==> config.mk <==
export PLATFORM = sky130hd
export DESIGN_NAME = sa_pe_mw_flat
export DESIGN_NICKNAME = d
export VERILOG_FILES = /design/src/rtl/sa_pe_mw_pkg.sv /design/src/rtl/sa_pe_mw_if.sv /design/src/rtl/sa_mac_sat.sv /design/src/rtl/sa_pe_mw.sv /design/src/flat_wrapper.sv
export SDC_FILE = /design/constraint.sdc
export NUM_CORES = 1
export LEC_CHECK = 0
export CORE_MARGIN = 2
export CORE_UTILIZATION = 35
export DETAILED_ROUTE_END_ITERATION = 8
export SYNTH_ARGS = -nofsm -noshare
export SYNTH_HDL_FRONTEND = slang
export SYNTH_SLANG_ARGS = --single-unit
==> constraint.sdc <==
create_clock -name clk -period 8.8 [get_ports clk]
set_clock_uncertainty 0.05 [all_clocks]
set_input_delay 1.76 -clock clk [delete_from_list [all_inputs] [get_ports clk]]
set_output_delay 1.76 -clock clk [all_outputs]
set_load 0.02 [all_outputs]
==> src/rtl/sa_pe_mw_pkg.sv <==
// Shared types and arithmetic helpers for the multi-weight systolic PE.
package sa_pkg;

  typedef enum logic {
    SA_PRELOAD = 1'b0,
    SA_COMPUTE = 1'b1
  } sa_mode_e;

  // Widest psum the saturating adder supports.
  localparam int SA_MAX_W = 64;

  typedef struct packed {
    logic signed [SA_MAX_W-1:0] sum;
    logic                       ovf;
  } sat_res_t;

  function automatic int idx_width(input int depth);
    return (depth > 1) ? $clog2(depth) : 1;
  endfunction

  // Adds two sign-extended operands one bit wider than SA_MAX_W, then clamps to a signed range of 'width' bits.
  function automatic sat_res_t sat_add(input logic signed [SA_MAX_W-1:0] a,
                                       input logic signed [SA_MAX_W-1:0] b,
                                       input int unsigned width);
    logic signed [SA_MAX_W:0] s;
    logic signed [SA_MAX_W:0] one;
    logic signed [SA_MAX_W:0] hi;
    logic signed [SA_MAX_W:0] lo;
    sat_res_t r;
    one    = '0;
    one[0] = 1'b1;
    s      = {a[SA_MAX_W-1], a} + {b[SA_MAX_W-1], b};
    hi     = (one << (width - 1)) - one;
    lo     = ~hi;
    r.ovf  = (s > hi) || (s < lo);
    if (s > hi)
      r.sum = hi[SA_MAX_W-1:0];
    else if (s < lo)
      r.sum = lo[SA_MAX_W-1:0];
    else
      r.sum = s[SA_MAX_W-1:0];
    return r;
  endfunction

endpackage

==> src/rtl/sa_pe_mw_if.sv <==
// Stream bundle around one PE: weight column, activation row, psum column and overflow flag.
interface sa_pe_mw_if
  import sa_pkg::*;
#(
  parameter int MUL_DATAWIDTH = 8,
  parameter int ADD_DATAWIDTH = 32,
  parameter int WEIGHT_DEPTH  = 4
);
  localparam int IDX_W = idx_width(WEIGHT_DEPTH);

  logic                            i_mode;
  logic                            i_weight_valid;
  logic signed [MUL_DATAWIDTH-1:0] i_weight;
  logic        [IDX_W-1:0]         i_weight_idx;
  logic                            o_weight_valid;
  logic signed [MUL_DATAWIDTH-1:0] o_weight;
  logic        [IDX_W-1:0]         o_weight_idx;
  logic                            i_act_valid;
  logic signed [MUL_DATAWIDTH-1:0] i_act;
  logic        [IDX_W-1:0]         i_wsel;
  logic                            o_act_valid;
  logic signed [MUL_DATAWIDTH-1:0] o_act;
  logic        [IDX_W-1:0]         o_wsel;
  logic signed [ADD_DATAWIDTH-1:0] i_psum;
  logic                            o_psum_valid;
  logic signed [ADD_DATAWIDTH-1:0] o_psum;
  logic                            i_clr_ovf;
  logic                            o_ovf;

  modport slave (
    input  i_mode, i_weight_valid, i_weight, i_weight_idx,
    input  i_act_valid, i_act, i_wsel, i_psum, i_clr_ovf,
    output o_weight_valid, o_weight, o_weight_idx,
    output o_act_valid, o_act, o_wsel, o_psum_valid, o_psum, o_ovf
  );

  modport master (
    output i_mode, i_weight_valid, i_weight, i_weight_idx,
    output i_act_valid, i_act, i_wsel, i_psum, i_clr_ovf,
    input  o_weight_valid, o_weight, o_weight_idx,
    input  o_act_valid, o_act, o_wsel, o_psum_valid, o_psum, o_ovf
  );
endinterface

==> src/rtl/sa_mac_sat.sv <==
// Combinational signed MAC: psum + act*weight with optional saturation and an overflow indication.
module sa_mac_sat
  import sa_pkg::*;
#(
  parameter int MUL_DATAWIDTH = 8,
  parameter int ADD_DATAWIDTH = 32,
  parameter int SATURATE      = 1
) (
  input  logic signed [MUL_DATAWIDTH-1:0] i_act,
  input  logic signed [MUL_DATAWIDTH-1:0] i_weight,
  input  logic signed [ADD_DATAWIDTH-1:0] i_psum,
  output logic signed [ADD_DATAWIDTH-1:0] o_psum,
  output logic                            o_ovf
);
  logic signed [2*MUL_DATAWIDTH-1:0] prod;
  sat_res_t                          res;
  logic                              unused_sum;

  assign prod       = i_act * i_weight;
  assign res        = sat_add(SA_MAX_W'(i_psum), SA_MAX_W'(prod), ADD_DATAWIDTH);
  assign o_ovf      = res.ovf;
  assign unused_sum = ^res.sum;

  generate
    if (SATURATE != 0) begin : g_sat
      assign o_psum = res.sum[ADD_DATAWIDTH-1:0];
    end else begin : g_wrap
      assign o_psum = i_psum + ADD_DATAWIDTH'(prod);
    end
  endgenerate
endmodule

==> src/rtl/sa_pe_mw.sv <==
// Weight-stationary systolic PE holding a small bank of weights selected per activation.
module sa_pe_mw
  import sa_pkg::*;
#(
  parameter int MUL_DATAWIDTH = 8,
  parameter int ADD_DATAWIDTH = 32,
  parameter int WEIGHT_DEPTH  = 4,
  parameter int SATURATE      = 1
) (
  input logic  clk,
  input logic  rst_n,
  sa_pe_mw_if.slave bus
);
  localparam int IDX_W = idx_width(WEIGHT_DEPTH);

  sa_mode_e                        mode;
  logic signed [MUL_DATAWIDTH-1:0] bank_rd [WEIGHT_DEPTH];
  logic signed [MUL_DATAWIDTH-1:0] rd_weight;
  logic signed [ADD_DATAWIDTH-1:0] mac_psum;
  logic                            mac_ovf;

  logic                            weight_valid_reg;
  logic signed [MUL_DATAWIDTH-1:0] weight_reg;
  logic        [IDX_W-1:0]         weight_idx_reg;
  logic                            act_valid_reg;
  logic signed [MUL_DATAWIDTH-1:0] act_reg;
  logic        [IDX_W-1:0]         wsel_reg;
  logic                            psum_valid_reg;
  logic signed [ADD_DATAWIDTH-1:0] psum_reg;
  logic                            ovf_reg;

  assign mode = sa_mode_e'(bus.i_mode);

  // Register-based bank so reset can clear every entry asynchronously.
  genvar gi;
  generate
    for (gi = 0; gi < WEIGHT_DEPTH; gi++) begin : g_bank
      logic signed [MUL_DATAWIDTH-1:0] entry_reg;
      always_ff @(posedge clk or negedge rst_n) begin
        if (!rst_n)
          entry_reg <= '0;
        else if (mode == SA_PRELOAD && bus.i_weight_valid && bus.i_weight_idx == IDX_W'(gi))
          entry_reg <= bus.i_weight;
      end
      assign bank_rd[gi] = entry_reg;
    end
  endgenerate

  // Out-of-range selects match no entry and read as a zero weight.
  always_comb begin
    rd_weight = '0;
    for (int k = 0; k < WEIGHT_DEPTH; k++)
      if (bus.i_wsel == IDX_W'(k))
        rd_weight = bank_rd[k];
  end

  sa_mac_sat #(
    .MUL_DATAWIDTH(MUL_DATAWIDTH),
    .ADD_DATAWIDTH(ADD_DATAWIDTH),
    .SATURATE     (SATURATE)
  ) u_mac (
    .i_act   (bus.i_act),
    .i_weight(rd_weight),
    .i_psum  (bus.i_psum),
    .o_psum  (mac_psum),
    .o_ovf   (mac_ovf)
  );

  always_ff @(posedge clk or negedge rst_n) begin
    if (!rst_n) begin
      weight_valid_reg <= 1'b0;
      weight_reg       <= '0;
      weight_idx_reg   <= '0;
      act_valid_reg    <= 1'b0;
      act_reg          <= '0;
      wsel_reg         <= '0;
      psum_valid_reg   <= 1'b0;
      psum_reg         <= '0;
      ovf_reg          <= 1'b0;
    end else begin
      if (mode == SA_PRELOAD) begin
        weight_valid_reg <= bus.i_weight_valid;
        weight_reg       <= bus.i_weight;
        weight_idx_reg   <= bus.i_weight_idx;
        act_valid_reg    <= 1'b0;
        psum_valid_reg   <= 1'b0;
      end else begin
        weight_valid_reg <= 1'b0;
        act_valid_reg    <= bus.i_act_valid;
        psum_valid_reg   <= bus.i_act_valid;
        if (bus.i_act_valid) begin
          act_reg  <= bus.i_act;
          wsel_reg <= bus.i_wsel;
          psum_reg <= mac_psum;
        end
      end
      // Clear wins over a same-cycle overflow.
      if (bus.i_clr_ovf)
        ovf_reg <= 1'b0;
      else if (mode == SA_COMPUTE && bus.i_act_valid && mac_ovf)
        ovf_reg <= 1'b1;
    end
  end

  assign bus.o_weight_valid = weight_valid_reg;
  assign bus.o_weight       = weight_reg;
  assign bus.o_weight_idx   = weight_idx_reg;
  assign bus.o_act_valid    = act_valid_reg;
  assign bus.o_act          = act_reg;
  assign bus.o_wsel         = wsel_reg;
  assign bus.o_psum_valid   = psum_valid_reg;
  assign bus.o_psum         = psum_reg;
  assign bus.o_ovf          = ovf_reg;
endmodule

==> src/flat_wrapper.sv <==
// flat-port wrapper written by rule: the top's interface ports become plain ports
module sa_pe_mw_flat import sa_pkg::*;
#(
  parameter int MUL_DATAWIDTH = 8,
  parameter int ADD_DATAWIDTH = 32,
  parameter int WEIGHT_DEPTH  = 4,
  parameter int SATURATE      = 1
)
  (clk, rst_n, bus_i_mode, bus_i_weight_valid, bus_i_weight, bus_i_weight_idx, bus_i_act_valid, bus_i_act, bus_i_wsel, bus_i_psum, bus_i_clr_ovf, bus_o_weight_valid, bus_o_weight, bus_o_weight_idx, bus_o_act_valid, bus_o_act, bus_o_wsel, bus_o_psum_valid, bus_o_psum, bus_o_ovf);
  sa_pe_mw_if #(.MUL_DATAWIDTH(MUL_DATAWIDTH), .ADD_DATAWIDTH(ADD_DATAWIDTH), .WEIGHT_DEPTH(WEIGHT_DEPTH)) bus_i ();
  input logic clk;
  input logic rst_n;
  input wire logic [$bits(bus_i.i_mode)-1:0] bus_i_mode;
  input wire logic [$bits(bus_i.i_weight_valid)-1:0] bus_i_weight_valid;
  input wire logic [$bits(bus_i.i_weight)-1:0] bus_i_weight;
  input wire logic [$bits(bus_i.i_weight_idx)-1:0] bus_i_weight_idx;
  input wire logic [$bits(bus_i.i_act_valid)-1:0] bus_i_act_valid;
  input wire logic [$bits(bus_i.i_act)-1:0] bus_i_act;
  input wire logic [$bits(bus_i.i_wsel)-1:0] bus_i_wsel;
  input wire logic [$bits(bus_i.i_psum)-1:0] bus_i_psum;
  input wire logic [$bits(bus_i.i_clr_ovf)-1:0] bus_i_clr_ovf;
  output wire logic [$bits(bus_i.o_weight_valid)-1:0] bus_o_weight_valid;
  output wire logic [$bits(bus_i.o_weight)-1:0] bus_o_weight;
  output wire logic [$bits(bus_i.o_weight_idx)-1:0] bus_o_weight_idx;
  output wire logic [$bits(bus_i.o_act_valid)-1:0] bus_o_act_valid;
  output wire logic [$bits(bus_i.o_act)-1:0] bus_o_act;
  output wire logic [$bits(bus_i.o_wsel)-1:0] bus_o_wsel;
  output wire logic [$bits(bus_i.o_psum_valid)-1:0] bus_o_psum_valid;
  output wire logic [$bits(bus_i.o_psum)-1:0] bus_o_psum;
  output wire logic [$bits(bus_i.o_ovf)-1:0] bus_o_ovf;
  assign bus_i.i_mode = bus_i_mode;
  assign bus_i.i_weight_valid = bus_i_weight_valid;
  assign bus_i.i_weight = bus_i_weight;
  assign bus_i.i_weight_idx = bus_i_weight_idx;
  assign bus_i.i_act_valid = bus_i_act_valid;
  assign bus_i.i_act = bus_i_act;
  assign bus_i.i_wsel = bus_i_wsel;
  assign bus_i.i_psum = bus_i_psum;
  assign bus_i.i_clr_ovf = bus_i_clr_ovf;
  assign bus_o_weight_valid = bus_i.o_weight_valid;
  assign bus_o_weight = bus_i.o_weight;
  assign bus_o_weight_idx = bus_i.o_weight_idx;
  assign bus_o_act_valid = bus_i.o_act_valid;
  assign bus_o_act = bus_i.o_act;
  assign bus_o_wsel = bus_i.o_wsel;
  assign bus_o_psum_valid = bus_i.o_psum_valid;
  assign bus_o_psum = bus_i.o_psum;
  assign bus_o_ovf = bus_i.o_ovf;
  sa_pe_mw #(.MUL_DATAWIDTH(MUL_DATAWIDTH), .ADD_DATAWIDTH(ADD_DATAWIDTH), .WEIGHT_DEPTH(WEIGHT_DEPTH), .SATURATE(SATURATE)) u_core (.clk(clk), .rst_n(rst_n), .bus(bus_i));
endmodule
Yosys cells after proc, flatten, opt, wreduce, memory -nomap -nowiden
Index checks and enable logic that the tools add are counted.
{"block": "totals", "wordCells": 45, "register_bits": 87}
{"block": "classes", "n_reduce_logical": 12, "mux": 10, "n_mul": 1, "eq_ne": 6, "bitwise_logic": 1, "order_cmp": 2, "addsub": 1}
{"op": "32-bit two-way mux", "n": 2}
{"op": "32-bit by 16-bit adder with 33-bit output", "n": 1}
{"op": "33-bit by 32-bit > comparator with 1-bit output (second input constant)", "n": 1}
{"op": "33-bit by 32-bit < comparator with 1-bit output (second input constant)", "n": 1}
{"op": "8-bit two-way mux", "n": 4}
{"op": "8-bit by 8-bit multiplier with 16-bit output", "n": 1}
{"op": "2-bit == test (second input constant)", "n": 4}
{"op": "1-bit logical AND", "n": 7}
{"op": "2-bit by 1-bit == test with 1-bit output (second input constant)", "n": 2}
{"op": "2-bit logical NOT", "n": 2}
{"op": "1-bit two-way mux", "n": 4}
{"op": "2-bit AND reduction", "n": 1}
{"op": "2-bit nonzero test", "n": 1}
{"op": "1-bit logical OR", "n": 1}
{"op": "1-bit inverter", "n": 1}

Longest topological paths before layout
{"block": "depth", "depth_word": 12, "depth_mapped": 23, "mapped_depth_nobuf": 21}

Hierarchy
Synthesis repeated with hierarchy kept, for this count alone.
{"block": "hier_totals", "hier_cells": 780, "area_unflattened_um2": 9392.8}
{"mod": "sa_mac_sat", "cells_per_inst": 581, "area_per_inst_um2": 5950.7, "n_inst": 1}
{"mod": "sa_pe_mw", "cells_per_inst": 199, "area_per_inst_um2": 3442.1, "n_inst": 1}

Worst setup path before layout
OpenSTA, ideal clock, no wires.
{"block": "synth_path", "path_kind": "input -> register", "start": "in bus_i_wsel[0]", "end": "reg u_core.psum_reg[27] (netlist: u_core.bus.o_psum[27])", "path_buffers": 2, "cell_stages": 22, "setup_slack_ns": 0.223, "t_arrival_ns": 8.407, "cell_sequence": "clkbuf_1 mux4_2 and2_1 inv_1 fa_1 inv_1 fa_1 fa_1 fa_1 inv_1 fa_1 inv_1 ha_1 o21ai_1 nor3_1 o21ai_2 o31ai_1 o21a_1 o311ai_4 o21ai_4 buf_6 o21ai_2"}
{"block": "synth_via", "elab_chain_len": 10}
{"element": "start, declared", "line_no": "flat_wrapper.sv:19", "rtl": "input wire logic [$bits(bus_i.i_wsel)-1:0] bus_i_wsel;"}
{"element": "2-bit logical NOT", "line_no": "sa_pe_mw.sv:53", "rtl": "if (bus.i_wsel == IDX_W'(k))"}
{"element": "8-bit two-way mux (3 in series)", "line_no": "sa_pe_mw.sv:53"}
{"element": "8-bit two-way mux (*)", "line_no": "sa_pe_mw.sv:53"}
{"element": "8-bit by 8-bit multiplier with 16-bit output (*)", "line_no": "sa_mac_sat.sv:19", "rtl": "assign prod = i_act * i_weight;"}
{"element": "32-bit by 16-bit adder with 33-bit output (*)", "line_no": "sa_pe_mw_pkg.sv:32", "rtl": "s = {a[SA_MAX_W-1], a} + {b[SA_MAX_W-1], b};"}
{"element": "33-bit by 32-bit < comparator with 1-bit output", "line_no": "sa_pe_mw_pkg.sv:38", "rtl": "else if (s < lo)"}
{"element": "32-bit two-way mux", "line_no": "sa_pe_mw_pkg.sv:38"}
{"element": "32-bit two-way mux (*)", "line_no": "sa_pe_mw_pkg.sv:36", "rtl": "if (s > hi)"}
{"element": "end signal, assigned", "line_no": "sa_pe_mw.sv:94", "rtl": "psum_reg <= mac_psum;"}
{"element": "end, declared", "line_no": "sa_pe_mw.sv:29", "rtl": "logic signed [ADD_DATAWIDTH-1:0] psum_reg;"}
Mark *: on every way between the ends. The rest lies on a longest branch, timed or not.
A chain may end at the register's enable or synchronous reset.

Worst setup path in the final report
{"block": "layout_path", "start": "in bus_i_wsel[0]", "end": "reg u_core.ovf_reg (netlist: u_core.bus.o_ovf)"}
{"block": "layout_via", "elab_chain_len": 11}
{"element": "2-bit logical NOT", "line_no": "sa_pe_mw.sv:53"}
{"element": "8-bit two-way mux (3 in series)", "line_no": "sa_pe_mw.sv:53"}
{"element": "8-bit two-way mux (*)", "line_no": "sa_pe_mw.sv:53"}
{"element": "8-bit by 8-bit multiplier with 16-bit output (*)", "line_no": "sa_mac_sat.sv:19"}
{"element": "32-bit by 16-bit adder with 33-bit output (*)", "line_no": "sa_pe_mw_pkg.sv:32"}
{"element": "33-bit by 32-bit > comparator with 1-bit output / 33-bit by 32-bit < comparator with 1-bit output (equally long branches)", "line_no": "sa_pe_mw_pkg.sv:35", "rtl": "r.ovf = (s > hi) || (s < lo);"}
{"element": "1-bit logical OR (*)", "line_no": "sa_pe_mw_pkg.sv:35"}
{"element": "1-bit logical AND (*)", "line_no": "sa_pe_mw.sv:100", "rtl": "else if (mode == SA_COMPUTE && bus.i_act_valid && mac_ovf)"}
{"element": "2-bit nonzero test (no line) (*)"}
{"element": "end signal, assigned", "line_no": "sa_pe_mw.sv:79", "rtl": "ovf_reg <= 1'b0;"}
{"element": "end signal, assigned", "line_no": "sa_pe_mw.sv:99", "rtl": "ovf_reg <= 1'b0;"}
{"element": "end signal, assigned", "line_no": "sa_pe_mw.sv:101", "rtl": "ovf_reg <= 1'b1;"}
{"element": "end, declared", "line_no": "sa_pe_mw.sv:30", "rtl": "logic ovf_reg;"}
Marked as above.

==> impl_metrics.json <==
{
  "finalCritPeriodShare": 0.948,
  "cts_setup_buffers": 0,
  "min_delay_path_depth": 2,
  "ys_async_sr_fraction": 1.00,
  "rr_endpoint": "u_core.bus.o_psum[30]",
  "finalSetupTns_ns": 0,
  "start_util": 0.354,
  "finalWorstSetupSlack_ns": 0.460,
  "grt_max_degree": 46,
  "antenna_found_initial": 0,
  "cts.sinks": 87,
  "synth.net_count": 1125,
  "cts_resized": 0,
  "grt-ovfl-total": 0,
  "drv_cap": 0,
  "clock.fmax_mhz": 120,
  "avgSynthCellArea_um2": 11.1,
  "numCtsBuffers": 9,
  "seq_area_frac_synth": 0.230,
  "clockRootBuffer": "clkbuf_16",
  "io_buffers": 113,
  "synth_enable_flop_cells": 0,
  "via_count": 6561,
  "core_mm2": 0.0267,
  "grt_pass1_wl_mm": 36.7,
  "grt_use_total": 0.160,
  "fillers": 2628,
  "multi_input_area_mm2": 0.00667,
  "die_w_um": 168,
  "regArea_mm2": 0.00218,
  "via_per_inst": 4.95,
  "final-hold-violation-count": 0,
  "synth_seq_cells": 87,
  "worstPathMaxFanout": 20,
  "synth.largest_area_cell": "fa_1",
  "dp_hpwl_mm": 17.9,
  "ant_nets": 0,
  "synth_top_area_frac": 0.296,
  "synth_cells": 855,
  "worstSetupStartpointType": "input pin",
  "dieArea_mm2": 0.0283,
  "slew_headroom": 0.343,
  "worst_hold_slack_ns": 0.431,
  "grt_pass1_vias": 7073,
  "tightest_slew_ns": 0.985,
  "ff2ff_path_depth": 18,
  "setup_violations": 0,
  "worstSkewPairLatency_ns": 0.34,
  "dp_slack_ns": 0.0767,
  "tritoncts": "built",
  "ys_types": 63,
  "wirelength_mm": 21.6,
  "arrival_ns": 8.51,
  "rows": 60,
  "drv_slew": 0,
  "post-route-min-period_ns": 8.34,
  "synth_area_leaders": "fa_1, dfrtp_1, ha_1",
  "final_core_util": 0.425,
  "wl_per_cell_um": 16.3,
  "area.growth.synth_to_final_pct": 20.1,
  "die_h_um": 168,
  "cp-endpoint": "u_core.bus.o_ovf",
  "layout.nets": 1250,
  "gp_congestion": 0.872,
  "holdCritPathClass": "flop to flop",
  "synth_common_cells": "fa_1, inv_1, dfrtp_1",
  "cts_max_level": 3,
  "crit_path_start": "bus_i_wsel[0]",
  "rsz0062_at_grt": "no",
  "diodes": 0,
  "drt_first_pass_iters": 4,
  "cts_hold_buf": 0,
  "drc": 0,
  "ys.warnings.count": 0,
  "reg2reg_from": "u_core.g_bank[2].entry_reg[1]",
  "path_class": "input pin to flop",
  "cp.required_ns": 8.97,
  "status": "completed",
  "ys.flop_type": "dfrtp_1",
  "yosysMostFrequentCell": "fa_1",
  "path_clk_slew_ns": 0.06,
  "drt_iter0_drc": 263,
  "syn_area_mm2": 0.00945,
  "endpoint_kind": "flop",
  "drive_above_1_share": 0.150,
  "r2r_setup_slack_ns": 2.08,
  "ios": 114,
  "clockBufferDepth": 2
}
[cells in the final DEF (no fill, tap or decap), drive strengths merged, types with 2 or more instances in the layout]
| master | n |
|---|---|
| a211oi | 8 |
| a21o | 12 |
| a21oi | 55 |
| a221oi | 2 |
| a22oi | 2 |
| a2bb2oi | 2 |
| a31oi | 5 |
| and2 | 33 |
| and2b | 3 |
| and3 | 2 |
| buf | 31 |
| clkbuf | 10 |
| clkdlybuf4s50 | 112 |
| clkinv | 2 |
| dfrtp | 87 |
| fa | 140 |
| ha | 72 |
| inv | 107 |
| mux2 | 53 |
| mux4 | 7 |
| nand2 | 80 |
| nand2b | 2 |
| nand3 | 7 |
| nand4 | 8 |
| nor2 | 26 |
| nor2b | 2 |
| nor3 | 3 |
| o2111ai | 3 |
| o211ai | 3 |
| o21a | 4 |
| o21ai | 55 |
| o21bai | 3 |
| o311ai | 2 |
| o31ai | 3 |
| or2 | 2 |
| or3 | 2 |
| xnor2 | 20 |
| xor2 | 8 |
[worst min-delay path by stage]
stage / slack, ns / startpoint / to
final: 0.43 / u_core.bus.o_psum[2] / u_core.bus.o_psum[2]
after detailed placement: 0.42 / u_core.bus.o_psum[2] / u_core.bus.o_psum[2]
after CTS: 0.43 / u_core.bus.o_psum[2] / u_core.bus.o_psum[2]
after global placement: 0.43 / u_core.bus.o_psum[0] / u_core.bus.o_psum[0]
after floorplan: 0.42 / u_core.g_bank[3].entry_reg[0] / u_core.g_bank[3].entry_reg[0]
after global routing: 0.46 / u_core.bus.o_psum[2] / u_core.bus.o_psum[2]
[cell type report]
type                            instances  area share
Sequential cell                        87       0.192
Timing Repair Buffer                  143       0.121
Clock inverter                          6     0.00650
Multi-Input combinational cell        635       0.587
Clock buffer                           10      0.0211
Tap cell                              341      0.0376
Inverter                              104      0.0344
[routing by layer]
layer,global-route usage,up-vias,share of wire
li1,-,3092,-
met2,0.281,123,0.51
met5,0,-,0
met1,0.214,3333,0.44
met3,0.0273,13,0.039
met4,0.0180,0,0.0071
[cell families after synthesis]
group / Yosys count / synth area share
mux: 61 / 0.0809
simple gates: 173 / 0.0874
buf+inv: 133 / 0.0647
xor+xnor: 28 / 0.0267
compound gates: 161 / 0.118
flops: 87 / 0.230
fa+ha+maj: 212 / 0.392
[per-stage QoR]
stage,instance area (um^2),instances
6_report,11400,1326
5_1_grt,11400,1326
4_1_cts,11400,1326
3_5_place_dp,11000,1310
3_3_place_gp,11000,1310
2_1_floorplan,9450,855
[critical path: stages]
cell	delay (ns)
clkdlybuf4s50_1	0.51
buf_12	0.16
mux4_2	0.63
and2_2	0.26
buf_4	0.26
fa_1	0.54
fa_1	0.52
fa_1	0.52
fa_1	0.49
ha_1	0.30
ha_1	0.44
a21oi_4	0.19
o211ai_2	0.12
a221oi_4	0.35
o2111ai_1	0.20
o21a_1	0.25
o311ai_4	0.45
buf_4	0.28
xor2_1	0.17
a21oi_1	0.08
Power is left out: the tool's default activity adds up to more than one toggle a clock period on the data nets, which glitch-free logic cannot reach.
